`src/rtl/cond_pkg.sv`:
```
`default_nettype none
// ============================================================================
// Package     : cond_pkg
// Description : Shared ARM condition-field encodings and NZCV flag bit indices
//               used by the conditional-execution logic.
// Revision    : 1.0 - initial release
// ============================================================================
package cond_pkg;

    // Instr[31:28] condition encodings
    localparam logic [3:0] COND_EQ = 4'b0000;
    localparam logic [3:0] COND_NE = 4'b0001;
    localparam logic [3:0] COND_CS = 4'b0010;
    localparam logic [3:0] COND_CC = 4'b0011;
    localparam logic [3:0] COND_MI = 4'b0100;
    localparam logic [3:0] COND_PL = 4'b0101;
    localparam logic [3:0] COND_VS = 4'b0110;
    localparam logic [3:0] COND_VC = 4'b0111;
    localparam logic [3:0] COND_HI = 4'b1000;
    localparam logic [3:0] COND_LS = 4'b1001;
    localparam logic [3:0] COND_GE = 4'b1010;
    localparam logic [3:0] COND_LT = 4'b1011;
    localparam logic [3:0] COND_GT = 4'b1100;
    localparam logic [3:0] COND_LE = 4'b1101;
    localparam logic [3:0] COND_AL = 4'b1110;
    localparam logic [3:0] COND_NV = 4'b1111;

    // Bit positions inside the {N,Z,C,V} flag vector
    localparam int FLAG_N = 3;
    localparam int FLAG_Z = 2;
    localparam int FLAG_C = 1;
    localparam int FLAG_V = 0;

endpackage : cond_pkg
`default_nettype wire

```
`src/rtl/cond_check.sv`:
```
`default_nettype none
// ============================================================================
// Module      : cond_check
// Description : Purely combinational ARM condition evaluator. Maps the 4-bit
//               condition field and the {N,Z,C,V} flags onto a pass bit.
//               The reserved encoding 4'b1111 never passes.
// Revision    : 1.0 - initial release
// ============================================================================
module cond_check
    import cond_pkg::*;
(
    input  logic [3:0] Cond,
    input  logic [3:0] Flags,
    output logic       CondEx
);

    logic n, z, c, v;
    logic ge;

    assign n  = Flags[FLAG_N];
    assign z  = Flags[FLAG_Z];
    assign c  = Flags[FLAG_C];
    assign v  = Flags[FLAG_V];
    assign ge = (n == v);

    // Decode the condition field against the current flags
    always_comb begin
        CondEx = 1'b0;
        case (Cond)
            COND_EQ: CondEx = z;
            COND_NE: CondEx = ~z;
            COND_CS: CondEx = c;
            COND_CC: CondEx = ~c;
            COND_MI: CondEx = n;
            COND_PL: CondEx = ~n;
            COND_VS: CondEx = v;
            COND_VC: CondEx = ~v;
            COND_HI: CondEx = c & ~z;
            COND_LS: CondEx = ~c | z;
            COND_GE: CondEx = ge;
            COND_LT: CondEx = ~ge;
            COND_GT: CondEx = ~z & ge;
            COND_LE: CondEx = z | ~ge;
            COND_AL: CondEx = 1'b1;
            default: CondEx = 1'b0;   // COND_NV: reserved, never executes
        endcase
    end

endmodule : cond_check
`default_nettype wire

```
`src/rtl/condlogic.sv`:
```
`default_nettype none
// ============================================================================
// Module      : condlogic
// Description : Conditional-execution unit of the multicycle ARM core. Holds
//               the NZCV flags, registers the condition-pass bit one cycle
//               ahead of Execute and gates the decoder/FSM write requests.
//               Optional macro CONDLOGIC_PERF_EN adds fetch and squash
//               performance counters (FetchCnt, SquashCnt) of width CNT_W.
// Revision    : 1.0 - initial release
// ============================================================================
module condlogic
    import cond_pkg::*;
#(
    parameter int CNT_W = 32
) (
    input  logic             clk,
    input  logic             reset,
    input  logic [3:0]       Cond,
    input  logic [3:0]       ALUFlags,
    input  logic [1:0]       FlagW,
    input  logic             PCS,
    input  logic             NextPC,
    input  logic             RegW,
    input  logic             MemW,
    output logic             PCWrite,
    output logic             RegWrite,
    output logic             MemWrite,
    output logic [3:0]       Flags,
    output logic             CondExR
`ifdef CONDLOGIC_PERF_EN
    ,
    output logic [CNT_W-1:0] FetchCnt,
    output logic [CNT_W-1:0] SquashCnt
`endif
);

    if (CNT_W < 1) begin : g_bad_cnt_w
        $error("condlogic: CNT_W must be at least 1");
    end

    logic       cond_ex;
    logic [1:0] flag_write;

    // Condition is evaluated on the architectural flags only, not ALUFlags
    cond_check u_cond_check (
        .Cond   (Cond),
        .Flags  (Flags),
        .CondEx (cond_ex)
    );

    assign flag_write[1] = FlagW[1] & CondExR;
    assign flag_write[0] = FlagW[0] & CondExR;

    assign PCWrite  = (PCS & CondExR) | NextPC;
    assign RegWrite = RegW & CondExR;
    assign MemWrite = MemW & CondExR;

    // Condition-pass register and independently enabled flag halves; the pass
    // bit sampled on an edge sees the flags as they were before that edge
    always_ff @(posedge clk) begin
        if (reset) begin
            Flags   <= 4'b0000;
            CondExR <= 1'b0;
        end else begin
            CondExR <= cond_ex;
            if (flag_write[1]) begin
                Flags[FLAG_N] <= ALUFlags[FLAG_N];
                Flags[FLAG_Z] <= ALUFlags[FLAG_Z];
            end
            if (flag_write[0]) begin
                Flags[FLAG_C] <= ALUFlags[FLAG_C];
                Flags[FLAG_V] <= ALUFlags[FLAG_V];
            end
        end
    end

`ifdef CONDLOGIC_PERF_EN
    logic squash_sticky;
    logic squash_now;

    // Any request arriving while the condition failed marks the instruction
    assign squash_now = (PCS | RegW | MemW | (|FlagW)) & ~CondExR;

    // Count fetches; attribute a squash to the instruction ending at fetch
    always_ff @(posedge clk) begin
        if (reset) begin
            FetchCnt      <= '0;
            SquashCnt     <= '0;
            squash_sticky <= 1'b0;
        end else begin
            if (NextPC) begin
                FetchCnt      <= FetchCnt + 1'b1;
                squash_sticky <= 1'b0;
                if (squash_sticky | squash_now) begin
                    SquashCnt <= SquashCnt + 1'b1;
                end
            end else if (squash_now) begin
                squash_sticky <= 1'b1;
            end
        end
    end
`endif

endmodule : condlogic
`default_nettype wire

```
`config.mk`:
```
export PLATFORM = sky130hd
export DESIGN_NAME = condlogic
export DESIGN_NICKNAME = d
export VERILOG_FILES = /design/src/rtl/cond_pkg.sv /design/src/rtl/cond_check.sv /design/src/rtl/condlogic.sv
export SDC_FILE = /design/constraint.sdc
export NUM_CORES = 1
export LEC_CHECK = 0
export ABC_AREA = 0
export BUFFER_PORTS_ARGS = -buffer_cell sky130_fd_sc_hd__buf_2
export CORE_AREA = 2 2 39 41
export CTS_BUF_LIST = sky130_fd_sc_hd__clkbuf_4
export DETAILED_ROUTE_END_ITERATION = 16
export DIE_AREA = 0 0 41 43
export GPL_TIMING_DRIVEN = 0
export PLACE_DENSITY = 0.74
export SYNTH_ARGS = -nofsm -noshare
export SYNTH_HDL_FRONTEND = slang
export SYNTH_SLANG_ARGS = --single-unit
```
`constraint.sdc`:
```
create_clock -name clk -period 1.9 [get_ports clk]
set_clock_uncertainty 0.05 [all_clocks]
set_input_delay 0.19 -clock clk [delete_from_list [all_inputs] [get_ports clk]]
set_output_delay 0.19 -clock clk [all_outputs]
set_load 0.005 [all_outputs]
```
==> flow_summary.json <==
{
  "place_hpwl_um": 791,
  "wl_per_cell_um": 11.0,
  "post_route_cells_drive_above_1_share_pct": 42.5,
  "critical_path_class": "reg -> out",
  "pre_cts_slack_ns": 0.551,
  "setup-tns-final_ns": 0,
  "dp_cells": 92,
  "post_cts_buffers": 0,
  "synthAdderAreaFrac_pct": 0,
  "postCtsHoldBufs": 0,
  "drt_iter0_drc": 9,
  "numClockSinks": 5,
  "grt_pass1_wl_um": 1720,
  "vias_per_cell": 5.20,
  "synth.top_cell.area_share_pct": 22.4,
  "syn_area_per_cell_um2": 7.98,
  "multi_input_area_um2": 313,
  "cts_buffers": 3,
  "crit_chain": "clkbuf_1 -> and2_1 -> buf_2",
  "required_ns": 1.66,
  "cp_slowest_cell": "dfxtp_1",
  "end_kind": "output port",
  "crit-reg2reg-launch": "Flags[0]",
  "wl_um": 1060,
  "path_max_fanout": 9,
  "fmaxAchievable_mhz": 730,
  "die_x_um": 41,
  "rows": 14,
  "diodes": 0,
  "grt-ovfl-total": 0,
  "antenna_left": 0,
  "clk_path_buf_depth": 2,
  "htree_levels": 1,
  "ioPinCount": 24,
  "synth_area_leader_cell": "dfxtp_1",
  "cp-start-kind": "register",
  "power_density_nw_per_um2": 572,
  "yosys_warnings": 0,
  "synthSimpleGateAreaFrac_pct": 37.0,
  "gp_congestion": 0.669,
  "path_clk_slew_ns": 0.04,
  "die_area_um2": 1760,
  "remaining_drc_errors": 0,
  "cts_resized": 0,
  "area_delta_synth_final_pct": 33.6,
  "coreArea_um2": 1380,
  "grt_pass1_vias": 430,
  "peakVddDrop_v": 0.000287,
  "yosys_register_bits": 5,
  "n_fill_cell": 143,
  "slowest_delay_ns": 0.33,
  "syn_nets": 72,
  "worst_slew_pin_slew_ns": 0.345,
  "firstDrtPassIters": 3,
  "max_cap_violations": 0,
  "status": "completed",
  "synth_edf_count": 0,
  "async_flop_share_pct": 0,
  "port_buffers": 20,
  "setup_ws_ns": 0.530,
  "synth-compound-area-share_pct": 27.2,
  "synthXorXnorAreaFrac_pct": 5.88,
  "synth.most_common_cell": "nand2_1",
  "final_core_util_pct": 43.1,
  "hp-start": "reset",
  "synth.yosys.seq_area_share_pct": 22.4,
  "p_leak_nw": 0.264,
  "synthTopCellsByCount": "8 x nand2_1, 5 x a21oi_1, 5 x dfxtp_1, 5 x nand3_1",
  "synth_top_family_by_area": "simple AND/OR/NAND/NOR gates",
  "start_util_pct": 32.3,
  "r2r_slack_ns": 0.55,
  "antenna_found_initial": 0,
  "syn-cell-area_um2": 447,
  "fin_total_pwr_w": 0.000342,
  "grt_usage_pct": 14.3,
  "synth.area.mux_share_pct": 0,
  "hold_class": "in -> reg",
  "die_h_um": 43,
  "synth_top_cells_by_area": "dfxtp_1 22%, nand2_1 6.7%, a21oi_1 5.6%, nand3_1 5.6%, buf_6 5.0%",
  "critPathArrivalTime_ns": 1.13,
  "cts_root_buf": "clkbuf_4",
  "synth_ff_type": "dfxtp_1",
  "netlist_instances": 56,
  "final_max_slew_viol_count": 0,
  "hold_violations": 0,
  "finalCriticalPeriod_ns": 1.37,
  "finalSetupViolations": 0,
  "regArea_um2": 100,
  "final_cells": 96,
  "grt_max_degree": 11,
  "finalCritPeriodShare_pct": 72.1,
  "rsz0062_at_grt": "false",
  "finalNetCount": 97,
  "synth.distinct_cells": 27,
  "insertion_delay_ns": 0.24,
  "relSlewSlack_pct": 76.7,
  "routed-via-count": 499,
  "worstSetupStartpoint": "CondExR",
  "cts_tree": "yes"
}
final cells by class:
type	count	share of cell area, %
Tap cell	16	3.35
Buffer	4	5.66
Sequential cell	5	16.8
Timing Repair Buffer	20	16.8
Clock buffer	4	5.03
Multi-Input combinational cell	47	52.4
cells in the final DEF (no fill, tap or decap):
| cell | netlist | routed |
|---|---|---|
| nor2_1 | 2 | 2 |
| buf_4 | 1 | 1 |
| xor2_1 | 2 | 2 |
| o32ai_1 | 1 | 1 |
| a31oi_2 | 1 | 1 |
| a31o_2 | 2 | 2 |
| nand4b_1 | 1 | 1 |
| a21o_1 | 1 | 1 |
| o41ai_1 | 1 | 1 |
| and2_1 | 2 | 2 |
| clkbuf_4 | 0 | 4 |
| nor2b_1 | 2 | 2 |
| xnor2_1 | 1 | 1 |
| nand3_1 | 5 | 5 |
| nand3b_1 | 3 | 3 |
| and2_4 | 1 | 1 |
| nand2_1 | 8 | 8 |
| a31oi_1 | 1 | 1 |
| buf_6 | 2 | 2 |
| clkbuf_1 | 1 | 1 |
| a21oi_1 | 5 | 5 |
| and3_1 | 1 | 1 |
| nand2b_1 | 3 | 3 |
| a22oi_1 | 1 | 1 |
| dfxtp_1 | 5 | 5 |
| buf_2 | 0 | 20 |
| nor3b_2 | 1 | 1 |
| a221oi_2 | 1 | 1 |
| o22ai_2 | 1 | 1 |
where the power goes:
group          internal [W]  switching (W)  total [W]  leakage (nW)
Clock             0.0000936      0.0000424   0.000136        0.0184
Sequential         0.000111     0.00000698   0.000118        0.0407
Combinational     0.0000461      0.0000418  0.0000879         0.205
Total              0.000250      0.0000912   0.000342         0.264
layer usage:
layer	GRT usage, %	vias up	routed length [µm]
li1	-	253	-
met1	17.7	219	495
met2	21.6	25	450
met3	1.57	2	96
met4	10.0	0	14
met5	0	-	0
state kept, by name (all words and copies together) (netlist names):
signal   flops
CondExR      1
Flags        4
cells by family (layout without fill, tap and decap cells):
family / after synthesis / in the layout
DFF: 5 / 5
and+or+nand+nor: 29 / 29
xor gates and xnor gates: 3 / 3
buffers and inverters: 4 / 28
AOI/OAI and AO/OA: 15 / 15
critical path: cells and delay by family (launching register included):
family / cells / cell delay [ns]
buffers and inverters: 2 / 0.37
AND/OR/NAND/NOR: 1 / 0.17
flip-flops: 1 / 0.33
through the flow:
stage | hold slack [ns] | cell area (µm²)
6_report | 0.123 | 597
3_3_place_gp | 0.374 | 567
5_1_grt | 0.116 | 597
4_1_cts | 0.110 | 597
3_5_place_dp | 0.366 | 567
2_1_floorplan | 0.209 | 447
worst paths after layout:
kind               to  cells after the start
min          Flags[3]                      2
max reg2reg   CondExR                      5
max          MemWrite                      3
min reg2reg  Flags[1]                      2
(Power assumes the default switching activity.)
